File: src/rtl/sdio_reg_bank.sv
// sdio_reg_bank
//   Multi-channel SDIO register file. NUM_CH identical byte-wide register
//   windows share one request/acknowledge bus. Each window holds the command
//   and data setup registers, sticky write-1-to-clear interrupt and error
//   status with enables, and a per-channel registered interrupt. Wide fields
//   (block_size, block_count, cmd_argument) are written low bytes first into
//   shadow bytes and committed atomically by the write of the top byte.
//
// Ports
//   sys_clk, rst               clock, synchronous active-high reset
//   reg_req/reg_wr/reg_addr/reg_wdata   bus access (one cycle per access)
//   reg_rdata/reg_ack          access completion, one cycle after reg_req
//   block_size, block_count, cmd_argument, cmd_ctrl, cmd_index
//                              per-channel setup fields, channel k in slice k
//   cmd_start, ch_rst          one-cycle pulses per channel
//   irq_evt, err_evt           per-channel event pulses from the engines
//   cmd_busy, dat_busy         per-channel engine busy flags
//   irq                        per-channel registered interrupt
//
// Bus handshake: every cycle with reg_req=1 (and rst=0) is one complete
// access; reg_ack follows exactly one cycle later with reg_rdata, which is
// the read value for reads and 0 for writes. reg_rdata is 0 whenever
// reg_ack is 0. There is no back-pressure; requests may arrive every cycle.

module sdio_reg_bank #(
    parameter int NUM_CH    = 2,
    parameter int ADDR_W    = 8,
    parameter int CH_STRIDE = 16,
    parameter int IRQ_W     = 5,
    parameter int ERR_W     = 7
) (
    input  logic                    sys_clk,
    input  logic                    rst,
    input  logic                    reg_req,
    input  logic                    reg_wr,
    input  logic [ADDR_W-1:0]       reg_addr,
    input  logic [7:0]              reg_wdata,
    output logic [7:0]              reg_rdata,
    output logic                    reg_ack,
    output logic [NUM_CH*16-1:0]    block_size,
    output logic [NUM_CH*16-1:0]    block_count,
    output logic [NUM_CH*32-1:0]    cmd_argument,
    output logic [NUM_CH*7-1:0]     cmd_ctrl,
    output logic [NUM_CH*6-1:0]     cmd_index,
    output logic [NUM_CH-1:0]       cmd_start,
    output logic [NUM_CH-1:0]       ch_rst,
    input  logic [NUM_CH*IRQ_W-1:0] irq_evt,
    input  logic [NUM_CH*ERR_W-1:0] err_evt,
    input  logic [NUM_CH-1:0]       cmd_busy,
    input  logic [NUM_CH-1:0]       dat_busy,
    output logic [NUM_CH-1:0]       irq
);

    localparam int OFF_W = $clog2(CH_STRIDE);

    // Shadow byte slots: 0 = block_size lo, 1 = block_count lo,
    // 2..4 = cmd_argument bytes 0..2.
    logic [15:0]      blk_size_q   [NUM_CH];
    logic [15:0]      blk_size_d   [NUM_CH];
    logic [15:0]      blk_count_q  [NUM_CH];
    logic [15:0]      blk_count_d  [NUM_CH];
    logic [31:0]      cmd_arg_q    [NUM_CH];
    logic [31:0]      cmd_arg_d    [NUM_CH];
    logic [6:0]       cmd_ctrl_q   [NUM_CH];
    logic [6:0]       cmd_ctrl_d   [NUM_CH];
    logic [5:0]       cmd_idx_q    [NUM_CH];
    logic [5:0]       cmd_idx_d    [NUM_CH];
    logic [IRQ_W-1:0] irq_status_q [NUM_CH];
    logic [IRQ_W-1:0] irq_status_d [NUM_CH];
    logic [ERR_W-1:0] err_status_q [NUM_CH];
    logic [ERR_W-1:0] err_status_d [NUM_CH];
    logic [IRQ_W-1:0] irq_en_q     [NUM_CH];
    logic [IRQ_W-1:0] irq_en_d     [NUM_CH];
    logic [ERR_W-1:0] err_en_q     [NUM_CH];
    logic [ERR_W-1:0] err_en_d     [NUM_CH];
    logic [4:0][7:0]  shadow_q     [NUM_CH];
    logic [4:0][7:0]  shadow_d     [NUM_CH];

    logic [NUM_CH-1:0] cmd_start_q, cmd_start_d;
    logic [NUM_CH-1:0] ch_rst_q, ch_rst_d;
    logic [NUM_CH-1:0] irq_q, irq_d;
    logic              ack_q, ack_d;
    logic [7:0]        rdata_q, rdata_d;

    logic [ADDR_W-1:0] ch_full;
    logic [ADDR_W-1:0] off_full;
    logic [3:0]        off4;
    logic              mapped;

    // Channel/offset split; offsets past 15 in a wider stride are unmapped.
    // A channel index >= NUM_CH simply matches no window below.
    always_comb begin
        ch_full  = reg_addr >> OFF_W;
        off_full = reg_addr & ADDR_W'(CH_STRIDE - 1);
        off4     = off_full[3:0];
        mapped   = (off_full < ADDR_W'(16));
    end

    always_comb begin
        logic             wr_k;
        logic             busy_err;
        logic [IRQ_W-1:0] irq_clr;
        logic [ERR_W-1:0] err_clr;
        logic [ERR_W-1:0] err_busy_v;

        cmd_start_d = '0;
        ch_rst_d    = '0;
        irq_d       = '0;
        rdata_d     = 8'h00;
        ack_d       = reg_req;
        wr_k        = 1'b0;
        busy_err    = 1'b0;
        irq_clr     = '0;
        err_clr     = '0;
        err_busy_v  = '0;

        for (int k = 0; k < NUM_CH; k++) begin
            blk_size_d[k]  = blk_size_q[k];
            blk_count_d[k] = blk_count_q[k];
            cmd_arg_d[k]   = cmd_arg_q[k];
            cmd_ctrl_d[k]  = cmd_ctrl_q[k];
            cmd_idx_d[k]   = cmd_idx_q[k];
            irq_en_d[k]    = irq_en_q[k];
            err_en_d[k]    = err_en_q[k];
            shadow_d[k]    = shadow_q[k];
            irq_clr        = '0;
            err_clr        = '0;
            busy_err       = 1'b0;

            wr_k = reg_req & reg_wr & mapped & (ch_full == ADDR_W'(k));
            if (wr_k) begin
                case (off4)
                    4'd0:  shadow_d[k][0] = reg_wdata;
                    4'd1:  blk_size_d[k]  = {reg_wdata, shadow_q[k][0]};
                    4'd2:  shadow_d[k][1] = reg_wdata;
                    4'd3:  blk_count_d[k] = {reg_wdata, shadow_q[k][1]};
                    4'd4:  shadow_d[k][2] = reg_wdata;
                    4'd5:  shadow_d[k][3] = reg_wdata;
                    4'd6:  shadow_d[k][4] = reg_wdata;
                    4'd7:  cmd_arg_d[k]   = {reg_wdata, shadow_q[k][4],
                                             shadow_q[k][3], shadow_q[k][2]};
                    4'd8:  cmd_ctrl_d[k]  = reg_wdata[6:0];
                    4'd9: begin
                        // The index always updates; only the start is
                        // refused (and flagged) while the engine is busy.
                        cmd_idx_d[k] = reg_wdata[5:0];
                        if (cmd_busy[k]) busy_err = 1'b1;
                        else             cmd_start_d[k] = 1'b1;
                    end
                    4'd10: irq_clr     = reg_wdata[IRQ_W-1:0];
                    4'd11: err_clr     = reg_wdata[ERR_W-1:0];
                    4'd12: irq_en_d[k] = reg_wdata[IRQ_W-1:0];
                    4'd13: err_en_d[k] = reg_wdata[ERR_W-1:0];
                    4'd15: ch_rst_d[k] = reg_wdata[0];
                    default: ;
                endcase
            end

            // Status: clears (w1c or soft reset) apply first, then this
            // cycle's events are OR-ed in so a set always wins.
            err_busy_v          = '0;
            err_busy_v[ERR_W-1] = busy_err;
            if (ch_rst_d[k]) begin
                shadow_d[k]     = '0;
                irq_status_d[k] = irq_evt[k*IRQ_W +: IRQ_W];
                err_status_d[k] = err_evt[k*ERR_W +: ERR_W] | err_busy_v;
            end else begin
                irq_status_d[k] = (irq_status_q[k] & ~irq_clr)
                                | irq_evt[k*IRQ_W +: IRQ_W];
                err_status_d[k] = (err_status_q[k] & ~err_clr)
                                | err_evt[k*ERR_W +: ERR_W] | err_busy_v;
            end

            irq_d[k] = (|(irq_status_q[k] & irq_en_q[k]))
                     | (|(err_status_q[k] & err_en_q[k]));

            // Reads always see committed values, never the shadows.
            if (reg_req && !reg_wr && mapped && (ch_full == ADDR_W'(k))) begin
                case (off4)
                    4'd0:  rdata_d = blk_size_q[k][7:0];
                    4'd1:  rdata_d = blk_size_q[k][15:8];
                    4'd2:  rdata_d = blk_count_q[k][7:0];
                    4'd3:  rdata_d = blk_count_q[k][15:8];
                    4'd4:  rdata_d = cmd_arg_q[k][7:0];
                    4'd5:  rdata_d = cmd_arg_q[k][15:8];
                    4'd6:  rdata_d = cmd_arg_q[k][23:16];
                    4'd7:  rdata_d = cmd_arg_q[k][31:24];
                    4'd8:  rdata_d = {1'b0, cmd_ctrl_q[k]};
                    4'd9:  rdata_d = {2'b00, cmd_idx_q[k]};
                    4'd10: rdata_d = 8'(irq_status_q[k]);
                    4'd11: rdata_d = 8'(err_status_q[k]);
                    4'd12: rdata_d = 8'(irq_en_q[k]);
                    4'd13: rdata_d = 8'(err_en_q[k]);
                    4'd14: rdata_d = {6'b0, dat_busy[k], cmd_busy[k]};
                    default: rdata_d = 8'h00;
                endcase
            end
        end
    end

    always_ff @(posedge sys_clk) begin
        if (rst) begin
            for (int k = 0; k < NUM_CH; k++) begin
                blk_size_q[k]   <= '0;
                blk_count_q[k]  <= '0;
                cmd_arg_q[k]    <= '0;
                cmd_ctrl_q[k]   <= '0;
                cmd_idx_q[k]    <= '0;
                irq_status_q[k] <= '0;
                err_status_q[k] <= '0;
                irq_en_q[k]     <= '0;
                err_en_q[k]     <= '0;
                shadow_q[k]     <= '0;
            end
            cmd_start_q <= '0;
            ch_rst_q    <= '0;
            irq_q       <= '0;
            ack_q       <= 1'b0;
            rdata_q     <= 8'h00;
        end else begin
            for (int k = 0; k < NUM_CH; k++) begin
                blk_size_q[k]   <= blk_size_d[k];
                blk_count_q[k]  <= blk_count_d[k];
                cmd_arg_q[k]    <= cmd_arg_d[k];
                cmd_ctrl_q[k]   <= cmd_ctrl_d[k];
                cmd_idx_q[k]    <= cmd_idx_d[k];
                irq_status_q[k] <= irq_status_d[k];
                err_status_q[k] <= err_status_d[k];
                irq_en_q[k]     <= irq_en_d[k];
                err_en_q[k]     <= err_en_d[k];
                shadow_q[k]     <= shadow_d[k];
            end
            cmd_start_q <= cmd_start_d;
            ch_rst_q    <= ch_rst_d;
            irq_q       <= irq_d;
            ack_q       <= ack_d;
            rdata_q     <= rdata_d;
        end
    end

    for (genvar g = 0; g < NUM_CH; g++) begin : g_flat
        assign block_size[g*16 +: 16]   = blk_size_q[g];
        assign block_count[g*16 +: 16]  = blk_count_q[g];
        assign cmd_argument[g*32 +: 32] = cmd_arg_q[g];
        assign cmd_ctrl[g*7 +: 7]       = cmd_ctrl_q[g];
        assign cmd_index[g*6 +: 6]      = cmd_idx_q[g];
    end

    assign cmd_start = cmd_start_q;
    assign ch_rst    = ch_rst_q;
    assign irq       = irq_q;
    assign reg_ack   = ack_q;
    assign reg_rdata = rdata_q;

endmodule

File: config.mk
export PLATFORM = sky130hd
export DESIGN_NAME = sdio_reg_bank
export DESIGN_NICKNAME = d
export VERILOG_FILES = /design/src/rtl/sdio_reg_bank.sv
export SDC_FILE = /design/constraint.sdc
export NUM_CORES = 1
export LEC_CHECK = 0
export ABC_AREA = 1
export CORE_ASPECT_RATIO = 2
export CORE_UTILIZATION = 40
export CTS_BUF_LIST = sky130_fd_sc_hd__clkbuf_8
export CTS_CLUSTER_SIZE = 10
export DETAILED_ROUTE_END_ITERATION = 10
export PLACE_DENSITY_LB_ADDON = 0.1
export SYNTH_ARGS = -nofsm -noshare
export SYNTH_HDL_FRONTEND = slang
export SYNTH_SLANG_ARGS = --single-unit
File: constraint.sdc
create_clock -name sys_clk -period 4.7 [get_ports sys_clk]
set_input_delay 1.175 -clock sys_clk [delete_from_list [all_inputs] [get_ports sys_clk]]
set_output_delay 1.175 -clock sys_clk [all_outputs]
set_load 0.05 [all_outputs]
==> key figures <==
GRT
  • Gr ovfl total: 0
  • First-pass GRT wire length: 71.3 mm
  • Vias in the first global route: 11700
  • Largest net degree at the start of global routing: 69
  • GRT Overall Usage: 30.7%
  • Initial antenna violation count: 1

Timing
  • WHS: 0.454 ns
  • RSZ-0062 raised after global routing: no
  • Final Critical Period: 3.44 ns
  • Slew @ Worst Pin: 0.998 ns
  • Clock Skews: 0.0211 ns
  • Max Clock Freq: 0.291 GHz
  • Final setup vio count: 0
  • Final Hold Viols: 0
  • Fin crit share: 73.2%
  • Post-route setup slack: 1.26 ns
  • Slew HR: 33.1%
  • Setup_tns: 0 ns
  • Final Slew Violations: 0

Place
  • Hpwl dp: 34.2 mm
  • Number of I/O port buffers: 216
  • Post-place setup slack: 0.729 ns
  • GPL Wtd Cong: 0.933

Power
  • Pwr/cell area: 319 mW/mm2
  • Power Internal: 3660 uW
  • Comb power frac: 5.6%
  • Peak VDD IR: 0.230 mV
  • Net Sw Frac: 25.3%
  • Clock power share: 42.2%
  • Leakage power: 0.00647 uW
  • P_sw: 1240 uW
  • Part of the power in registers: 52.1%

Synth
  • Syn Area/Cell: 7.19 um2
  • Top_reg_cell synth: dfxtp_1
  • Synth area leader: dfxtp_1
  • Post-synth cell types: 26
  • Post-synth top area share: 49.4%
  • Post-synthesis cell count: 1674
  • FFs w/ async S/R, synth: 0%
  • Register bit total from synthesis: 297
  • Synthesized area: 0.0120 mm2
  • EDFF count, synth: 0
  • Top cells by area, synth: dfxtp_1 (49%), o21ai_0 (12%), nand2_1 (9.8%), a21oi_1 (8.1%), nor2_1 (8.1%)
  • Syn nets: 1722
  • YS warnings: 0
  • Post-synthesis sequential area ratio: 49.4%

Clock network
  • CTS resizes: 0
  • Clk buf depth: 3
  • Clock Latency Late Sink: 0.59 ns
  • H-tree depth: 2
  • Worst-path clk slew: 0.06 ns
  • CTS tree: yes
  • CTS root buffer: clkbuf_8
  • Cts bufs inserted: 43
  • Hold buffers post-CTS: 0
  • Post-CTS Setup Bufs: 0
  • Clock sinks: 297

Floorplan
  • Core area: 0.0295 mm2
  • Std-Cell Rows: 89
  • Initial core utilization: 40.8%
  • Die Y: 247 um
  • Die ar.: 0.0308 mm2
  • I/O pins: 217
  • Die X: 125 um

Setup path
  • Startpoint Class: input port
  • Critical Path End Type: register
  • Critical path class: in2reg
  • Crit path max fanout: 30
  • Arr. time, crit path: 3.86 ns
  • Worst Path Required: 5.12 ns

Drt
  • Drt pass-1 iters: 6
  • WL/cell: 21.3 um
  • Initial DRC Count: 927
  • Vias post-DR: 12200
  • Post-route DRC violation count: 0
  • DR vias/cell: 5.40
  • DRT Wirelength: 48.2 mm
  • Final ANT Viol Nets: 0

Finish
  • Layout cells sized above 1: 6.59%
  • Area Growth Syn to Fin: 27.4%
  • Final nets: 1914

Run
  • Max_cap viols: 0

Status
  • Outcome: finished, final reports clean

Min path
  • Hold Path Class: reg2reg
-- worst max-delay path, cell delays in order --
cell and delay [ns]:
clkdlybuf4s50_1 0.67, nand2_2 0.16, inv_1 0.39, nand3_1 0.45
nor2_1 0.21, nor2_1 0.06, buf_4 0.25, inv_1 0.36
a211oi_1 0.10
-- cell families (layout without fill, tap and decap cells) --
logic type	after synthesis	after routing	share of synthesized area, %
AO/OA/AOI/OAI	503	503	21.3
flip-flops	297	297	49.4
buffers and inverters	204	427	6.88
other	0	1	0
AND/OR/NAND/NOR	670	670	22.4
-- synth_stat cells (all sizes together), types with 6 or more instances --
cell type / instances
dfxtp: 297
nand3: 58
nor3: 9
inv: 97
o21ai: 286
a21oi: 195
clkbuf: 59
nor2: 279
nand4: 6
a211oi: 13
buf: 46
nand2: 315
-- sequential cells by signal, summed over array words and instances, names as in the netlist --
register / count
irq: 2
irq_status_q: 10
cmd_arg_q: 64
cmd_start: 2
blk_count_q: 32
cmd_ctrl_q: 14
reg_ack: 1
reg_rdata: 8
ch_rst: 2
irq_en_q: 10
err_en_q: 14
blk_size_q: 32
err_status_q: 14
cmd_idx_q: 12
shadow_q: 80
-- per-layer routing --
metal	up-vias	share of wire [%]	wire length [um]	GRT usage (%)
met5	-	0	0	0
met4	0	6.4	3080	20.1
met3	152	6.1	2950	4.35
met2	527	50	24200	54.5
met1	5657	37	17900	33.9
li1	5881	-	-	-
-- layout make-up --
type	instances	area, um2
multi-input combinational	1173	5270
inverter	99	373
tap	364	455
clock buffer	54	743
timing repair buffer	252	2440
fill	2908	14200
sequential	297	5950
antenna	1	2.50
clock inverter	22	103
-- worst paths after layout --
| kind | from | endpoint | slack [ns] | cells after the start |
|---|---|---|---|---|
| hold reg to reg | shadow_q[0][39] | cmd_arg_q[0][23] | 0.45 | 2 |
| setup / recovery | reg_addr[2] | shadow_q[0][27] | 1.26 | 9 |
| hold / removal | shadow_q[0][39] | cmd_arg_q[0][23] | 0.45 | 2 |
| setup reg to reg | blk_count_q[0][11] | reg_rdata[3] | 3.23 | 6 |
-- metrics by stage --
stage	instance area (um2)	util, %	total power, uW	cells
global placement	14500	49.1	2880	2185
floorplan	12000	-	2740	1674
global route	15300	52.0	5050	2262
CTS	15300	52.0	4920	2261
detailed placement	14500	49.1	2880	2185
finish	15300	52.0	4900	2262
-- power groups by stage --
stage               combinational (uW)  clock [uW]  sequential (uW)
finish                             277        2070             2550
floorplan                          129           0             2610
CTS                                272        2090             2550
detailed placement                 271           0             2610
global placement                   270           0             2610
global route                       292        2200             2550
-- cells in the final DEF (no fill, tap or decap), types with 13 or more instances in the layout --
cell type	instances
clkdlybuf4s50_1	216
nor2_2	19
clkbuf_8	54
inv_1	110
dfxtp_1	297
a211oi_1	13
o21ai_0	286
nor2_1	259
nand2_1	314
a21oi_1	195
buf_4	35
nand3_1	58
Note: power is estimated with default switching activity, not from simulation.
